[src/rtl/vedic_seq_mult.sv]
// Iterative WIDTH x WIDTH unsigned multiplier: one 2x2 Urdhva-Tiryagbhyam digit product per
// cycle, shifted into a 2*WIDTH accumulator, with valid/ready handshakes on both sides.
module vedic_seq_mult #(
  parameter int unsigned WIDTH = 8
) (
  input  logic               clk,
  input  logic               rst_n,
  input  logic               in_valid,
  output logic               in_ready,
  input  logic [WIDTH-1:0]   a,
  input  logic [WIDTH-1:0]   b,
  output logic               out_valid,
  input  logic               out_ready,
  output logic [2*WIDTH-1:0] product,
  output logic               busy
);

  localparam int unsigned N    = WIDTH / 2;
  localparam int unsigned AccW = 2 * WIDTH;
  localparam int unsigned IdxW = (N > 1) ? $clog2(N) : 1;
  localparam logic [IdxW-1:0] LastIdx = IdxW'(N - 1);

  typedef enum logic [1:0] {StIdle, StCalc, StDone} state_e;

  state_e            state_q, state_d;
  logic [WIDTH-1:0]  a_q, a_d, b_q, b_d;
  logic [AccW-1:0]   acc_q, acc_d, product_q, product_d;
  logic [IdxW-1:0]   i_q, i_d, j_q, j_d;

  logic [1:0]        a_dig, b_dig;
  logic [3:0]        pp;
  logic [IdxW+1:0]   shamt;
  logic [AccW-1:0]   pp_sh;

  // 2x2 digit product from AND gates and two half adders.
  function automatic logic [3:0] vedic2x2(input logic [1:0] x, input logic [1:0] y);
    logic t0, t1, c, hh;
    t0 = x[1] & y[0];
    t1 = x[0] & y[1];
    c  = t0 & t1;
    hh = x[1] & y[1];
    return {hh & c, hh ^ c, t0 ^ t1, x[0] & y[0]};
  endfunction

  assign a_dig   = a_q[{i_q, 1'b0} +: 2];
  assign b_dig   = b_q[{j_q, 1'b0} +: 2];
  assign pp      = vedic2x2(a_dig, b_dig);
  assign shamt   = {1'b0, i_q, 1'b0} + {1'b0, j_q, 1'b0};
  assign pp_sh   = AccW'(pp) << shamt;
  assign product = product_q;

  always_comb begin
    state_d   = state_q;
    a_d       = a_q;
    b_d       = b_q;
    acc_d     = acc_q;
    i_d       = i_q;
    j_d       = j_q;
    product_d = product_q;
    in_ready  = 1'b0;
    out_valid = 1'b0;
    busy      = 1'b0;
    unique case (state_q)
      StIdle: begin
        in_ready = 1'b1;
        if (in_valid) begin
          a_d     = a;
          b_d     = b;
          acc_d   = '0;
          i_d     = '0;
          j_d     = '0;
          state_d = StCalc;
        end
      end
      StCalc: begin
        busy  = 1'b1;
        acc_d = acc_q + pp_sh;
        if (j_q == LastIdx) begin
          j_d = '0;
          if (i_q == LastIdx) begin
            i_d       = '0;
            product_d = acc_q + pp_sh;
            state_d   = StDone;
          end else begin
            i_d = i_q + IdxW'(1);
          end
        end else begin
          j_d = j_q + IdxW'(1);
        end
      end
      StDone: begin
        out_valid = 1'b1;
        if (out_ready) begin
          state_d = StIdle;
        end
      end
      default: state_d = StIdle;
    endcase
  end

  always_ff @(posedge clk or negedge rst_n) begin
    if (!rst_n) begin
      state_q   <= StIdle;
      a_q       <= '0;
      b_q       <= '0;
      acc_q     <= '0;
      i_q       <= '0;
      j_q       <= '0;
      product_q <= '0;
    end else begin
      state_q   <= state_d;
      a_q       <= a_d;
      b_q       <= b_d;
      acc_q     <= acc_d;
      i_q       <= i_d;
      j_q       <= j_d;
      product_q <= product_d;
    end
  end

endmodule

[config.mk]
export PLATFORM = sky130hd
export DESIGN_NAME = vedic_seq_mult
export DESIGN_NICKNAME = d
export VERILOG_FILES = /design/src/rtl/vedic_seq_mult.sv
export SDC_FILE = /design/constraint.sdc
export NUM_CORES = 1
export LEC_CHECK = 0
export CORE_MARGIN = 10
export CORE_UTILIZATION = 50
export DETAILED_ROUTE_END_ITERATION = 6
export GPL_ROUTABILITY_DRIVEN = 0
export GPL_TIMING_DRIVEN = 0
export PLACE_DENSITY = 0.73
export SYNTH_ARGS = -nofsm -noshare
export SYNTH_HDL_FRONTEND = slang
export SYNTH_SLANG_ARGS = --single-unit
[constraint.sdc]
create_clock -name clk -period 4 [get_ports clk]
set_input_delay 0.8 -clock clk [delete_from_list [all_inputs] [get_ports clk]]
set_output_delay 0.8 -clock clk [all_outputs]
set_load 0.01 [all_outputs]
== After elaboration in Yosys (flattened, before gate mapping) ==
Cells that the tools add are included.

* Logic and storage cells: 53
* Register bits: 54

* Mux-type cells: 16
* Equality and inequality tests: 8
* $add $sub $neg: 4
* Shift-type cells: 3
* Bitwise gates (word level): 8
* Reductions and logical operators: 7

{| class="wikitable"
|+ Operators by type and width
! operator !! count
|-
| 16-bit one-hot mux with 2 select lines || 1
|-
| 16-bit adder || 1
|-
| 16-bit two-way mux || 1
|-
| 2-bit two-way mux || 8
|-
| 8-bit by 4-bit variable part select with 2-bit output || 2
|-
| 4-bit by 4-bit << shifter with 16-bit output || 1
|-
| 2-bit != test, second input constant || 4
|-
| 2-bit one-hot mux with 2 select lines || 2
|-
| 1-bit AND || 6
|-
| 2-bit equality test, second input constant || 3
|-
| 2-bit one-hot mux with 3 select lines || 1
|-
| 3-bit AND reduction || 2
|-
| 2-bit by 1-bit adder with 2-bit output, second input constant || 2
|-
| 3-bit by 3-bit adder with 4-bit output || 1
|-
| 2-bit AND reduction || 2
|-
| 4-bit AND reduction || 1
|-
| 1-bit two-way mux || 3
|-
| 2-bit by 1-bit equality test with 1-bit output, second input constant || 1
|-
| 2-bit zero test || 1
|-
| 2-bit nonzero test || 1
|-
| 1-bit bitwise XOR || 2
|}

== Longest topological paths before layout ==
* Word-level depth: 7
* Gate-level depth with buffers: 15
* Mapped depth without buffers: 14

== Worst setup path after synthesis ==
No wires, ideal clock.

* Path type: register to register
* Start point: register j_q[0]
* End point: register acc_q[14]
* Setup time: 138 ps
* Data arrival time: 3,505 ps
* Path buffers: 0
* Data required time: 3,862 ps
* Stages on the path, launching flop included: 15
* Clock period less this slack: 3,643 ps
* Path slack: 357 ps
* Cell sequence: dfrtp_1 -> mux4_2 -> and2_1 -> ha_1 -> ha_1 -> nor2b_1 -> a31oi_1 -> nor2_1 -> ha_1 -> nor2b_1 -> o31a_1 -> o31a_1 -> a41oi_2 -> xor2_1 -> o22ai_1

* Cells in the longest elaborated chain, start to end: 7

{| class="wikitable"
|+ Ends and longest elaborated chain
! what !! RTL line !! RTL
|-
| start, declared || 28 || <nowiki>logic [IdxW-1:0] i_q, i_d, j_q, j_d;</nowiki>
|-
| start signal, assigned || 116 || <nowiki>j_q <= j_d;</nowiki>
|-
| 8-bit by 4-bit variable part select with 2-bit output || 46 || <nowiki>assign b_dig = b_q[{j_q, 1'b0} +: 2];</nowiki>
|-
| 1-bit AND (on tied branches) || 38, 39 ||
|-
| 1-bit AND || 40 || <nowiki>c = t0 & t1;</nowiki>
|-
| 1-bit bitwise XOR / 1-bit AND (equally long branches) || 42 || <nowiki>return {hh & c, hh ^ c, t0 ^ t1, x[0] & y[0]};</nowiki>
|-
| 4-bit by 4-bit << shifter with 16-bit output (*) || 49 || <nowiki>assign pp_sh = AccW'(pp) << shamt;</nowiki>
|-
| 16-bit adder (*) || 77 || <nowiki>acc_d = acc_q + pp_sh;</nowiki>
|-
| 16-bit one-hot mux with 2 select lines (*) || 63 || <nowiki>unique case (state_q)</nowiki>
|-
| end signal, assigned || 106 || <nowiki>acc_q <= '0;</nowiki>
|-
| end signal, assigned || 114 || <nowiki>acc_q <= acc_d;</nowiki>
|-
| end, declared || 27 || <nowiki>logic [AccW-1:0] acc_q, acc_d, product_q, product_d;</nowiki>
|}

Every way passes the cells marked *; elsewhere a longest branch is shown, timed or not.
A chain may end at the register's enable or synchronous reset.

== Worst setup path after layout ==
* Start point: register j_q[0]
* End point: register product_q[12], in the netlist product[12]

* Cells in the longest elaborated chain, start to end: 6

{| class="wikitable"
|+ Ends and longest elaborated chain
! what !! RTL line !! RTL
|-
| 8-bit by 4-bit variable part select with 2-bit output || 46 ||
|-
| 1-bit AND (on tied branches) || 38, 39 ||
|-
| 1-bit AND || 40 ||
|-
| 1-bit bitwise XOR / 1-bit AND (equally long branches) || 42 ||
|-
| 4-bit by 4-bit << shifter with 16-bit output || 49 ||
|-
| 16-bit adder || 82 || <nowiki>product_d = acc_q + pp_sh;</nowiki>
|-
| end signal, assigned || 117 || <nowiki>product_q <= product_d;</nowiki>
|-
| end, declared || 27 ||
|}

Parallel ways exist; a longest one is shown, timed or not.

==> flow_metrics.tcl <==
set metrics [dict create \
    floorplan.rows 28 \
    cts_tree "done" \
    core_sq_um 5990 \
    start_kind "register" \
    grt_pass1_wl_mm 11.7 \
    clockBufferDepth 2 \
    dp_hpwl_mm 5.41 \
    status "finished clean" \
    p_seq_share_pct 28.4 \
    start_util_pct 52.1 \
    timing.slew.headroom_pct 60.6 \
    insertion_delay_ns 0.32 \
    vias_per_cell 5.61 \
    pwr-share-comb_pct 60.1 \
    vias 2489 \
    place_area_sq_um 3610 \
    antenna_found_initial 0 \
    clockRootBuffer "clkbuf_8" \
    crit_arrival_ns 4.02 \
    synthesis.nets 357 \
    power_switching_w 0.00136 \
    wire_per_inst_um 16.0 \
    power_density_nw_per_um2 855 \
    h-tree-depth 2 \
    synth_seq_cells 54 \
    synth_edf_count 0 \
    grt_overflow 0 \
    ys_seq_area_share_pct 43.3 \
    grt_pass1_vias 2525 \
    drive_gt1_share_pct 16.5 \
    rrSetupSlack_ns 0.16 \
    cap_violations 0 \
    diodes 0 \
    synth_area_per_cell_sq_um 9.94 \
    synth_ff_type "dfrtp_1" \
    drt.antenna.violating_nets 0 \
    crit_fanout 5 \
    area_growth_pct 22.8 \
    worstPathRequired_ns 4.18 \
    async_reset_ff_share_pct 100 \
    fin_crit_sh_pct 96.1 \
    power.internal_w 0.00192 \
    clkTransAtPathRegs_ns 0.11 \
    dieArea_sq_um 9800 \
    synth.lib_cells_used.distinct 43 \
    die-width_um 99.0 \
    port_buffers 38 \
    syn_area_sq_um 3120 \
    ios 39 \
    r2r_end "product[12]$_DFFE_PN0P_" \
    num-nets-final 411 \
    drt_first_pass_iters 4 \
    clkPwrFrac_pct 11.5 \
    drt-total-wl_mm 7.12 \
    hold_path_class "in2async" \
    reg2reg_depth 14 \
    swShare_pct 41.5 \
    die_h_um 99.0 \
    path_class "reg2reg" \
    end_kind "register" \
    yosys_warnings 0 \
    hold_viol 0 \
    cts_buffers 5 \
    drv_slew 0 \
    r2r-start "j_q[0]$_DFFE_PN0P_" \
    fin_skew_ns 0.0118 \
    power.leakage_nw 1.65 \
    fin_tns_setup_ns 0 \
    drt_iter0_drc 106 \
    period_minus_slack_ns 3.84 \
    setup_viol 0 \
    synthCells 314 \
    grt.total_usage_pct 14.2 \
    worst_slew_pin_slew_ns 0.591 \
    final_area_sq_um 3830 \
    clkSinkCount 54 \
    vdd_drop_max_mv 0.408 \
    grt_max_degree 32 \
    fmax_mhz 260 \
    drc 0 \
]
cells in the final DEF, fill, tap and decap left out, types with 3 or more instances in the layout:
cell and instances:
o31ai_1 4, nand2_1 45, nand2b_1 8, ha_1 19, a21oi_1 16, buf_4 10, dfrtp_1 52, xor2_1 4
buf_2 6, xnor2_1 8, o31a_1 3, o22ai_1 11, and2_1 3, nor2b_1 6, nand3_1 3, nor2_1 17
o21ai_0 27, mux2_2 18, inv_1 9, clkdlybuf4s50_1 37, clkbuf_8 5, mux4_2 4, clkbuf_1 9
metal layers:
metal	global-route usage (%)	vias up	wire, um
met5	0	-	0
met4	3.42	0	102
met3	3.84	12	400
met2	24.2	54	3500
met1	17.2	1208	3120
li1	-	1215	-
cell families after synthesis:
kind of cell | after synthesis | synth area share (%)
and+or+nand+nor | 92 | 13.4
AOI/OAI and AO/OA | 84 | 17.1
DFF | 54 | 43.3
buffers and inverters | 25 | 3.21
muxes | 23 | 9.70
adders and majority gates | 23 | 9.70
xor gates and xnor gates | 13 | 3.65
how the worst max path moves through the flow:
| stage | from | to | slack (ns) |
|---|---|---|---|
| 5_1_grt | i_q[0]$_DFFE_PN0P_ | acc_q[14]$_DFFE_PN0P_ | -0.01 |
| 3_5_place_dp | j_q[0]$_DFFE_PN0P_ | acc_q[14]$_DFFE_PN0P_ | -0.08 |
| 3_3_place_gp | j_q[0]$_DFFE_PN0P_ | acc_q[14]$_DFFE_PN0P_ | -0.05 |
| 2_1_floorplan | j_q[0]$_DFFE_PN0P_ | acc_q[14]$_DFFE_PN0P_ | 0.36 |
| 4_1_cts | j_q[0]$_DFFE_PN0P_ | acc_q[14]$_DFFE_PN0P_ | 0.02 |
| 6_report | j_q[0]$_DFFE_PN0P_ | product[12]$_DFFE_PN0P_ | 0.16 |
power groups by stage:
stage                     logic [W]  registers (W)  clock network [W]
final                       0.00197       0.000932           0.000378
after global routing        0.00220       0.000962           0.000403
after CTS                   0.00179       0.000938           0.000383
after detailed placement    0.00177       0.000945                  0
after global placement      0.00171       0.000936                  0
after floorplan             0.00129       0.000929                  0
sequential cells by signal, summed over array words and instances, names as in the netlist:
name,cells
a_q,8
acc_q,16
product,16
j_q,2
b_q,8
state_q,2
i_q,2
critical path, cell delays in order (launching register included):
cell     delay [ns]
dfrtp_2        0.44
mux4_2         0.56
and2_4         0.17
ha_2           0.18
ha_4           0.22
nor2b_1        0.14
a31oi_2        0.21
nor2_1         0.10
ha_1           0.32
nor2b_4        0.14
o31a_1         0.33
o31a_1         0.36
a21oi_1        0.21
xor2_1         0.21
o21ai_0        0.12
Yosys cell counts (all sizes together) (8+ instances only):
master / number / share of area, %
o22ai: 11 / 2.2
mux2: 18 / 6.5
nand2: 45 / 5.4
ha: 21 / 8.4
clkbuf: 11 / 1.3
a21oi: 17 / 2.8
xnor2: 8 / 2.2
nor2: 17 / 2.0
o21ai: 29 / 4.8
dfrtp: 54 / 43
inv: 9 / 1.1
nand2b: 8 / 1.6
cell type report:
cell class | count | area (sq um)
buffer | 14 | 58.8
tap | 75 | 93.8
fill | 497 | 2160
sequential | 54 | 1350
timing repair buffer | 49 | 470
multi-input combinational | 235 | 1710
clock inverter | 3 | 43.8
inverter | 9 | 33.8
clock buffer | 5 | 68.8
through the flow:
stage | utilization (%) | worst slack (ns) | cells | hold slack, ns | power, W
2_1_floorplan | - | 0.357 | 314 | 0.456 | 0.00222
6_report | 64.0 | 0.156 | 444 | 0.466 | 0.00328
5_1_grt | 64.0 | -0.0111 | 444 | 0.509 | 0.00357
3_5_place_dp | 60.3 | -0.0815 | 428 | 0.470 | 0.00272
3_3_place_gp | 60.0 | -0.0468 | 427 | 0.461 | 0.00265
4_1_cts | 62.3 | 0.0182 | 436 | 0.489 | 0.00311
timing repair:
action / 4_1_cts / 5_1_grt
endpoints found under the setup margin: 4 / 12
pin swaps: 0 / 7
hold endpoints to repair: 0 / 0
cloned: 0 / 0
buffers inserted: 0 / 10
gates resized for setup: 3 / 7
hold buffers: 0 / 0
No activity file was read; power rests on OpenSTA's default activity.
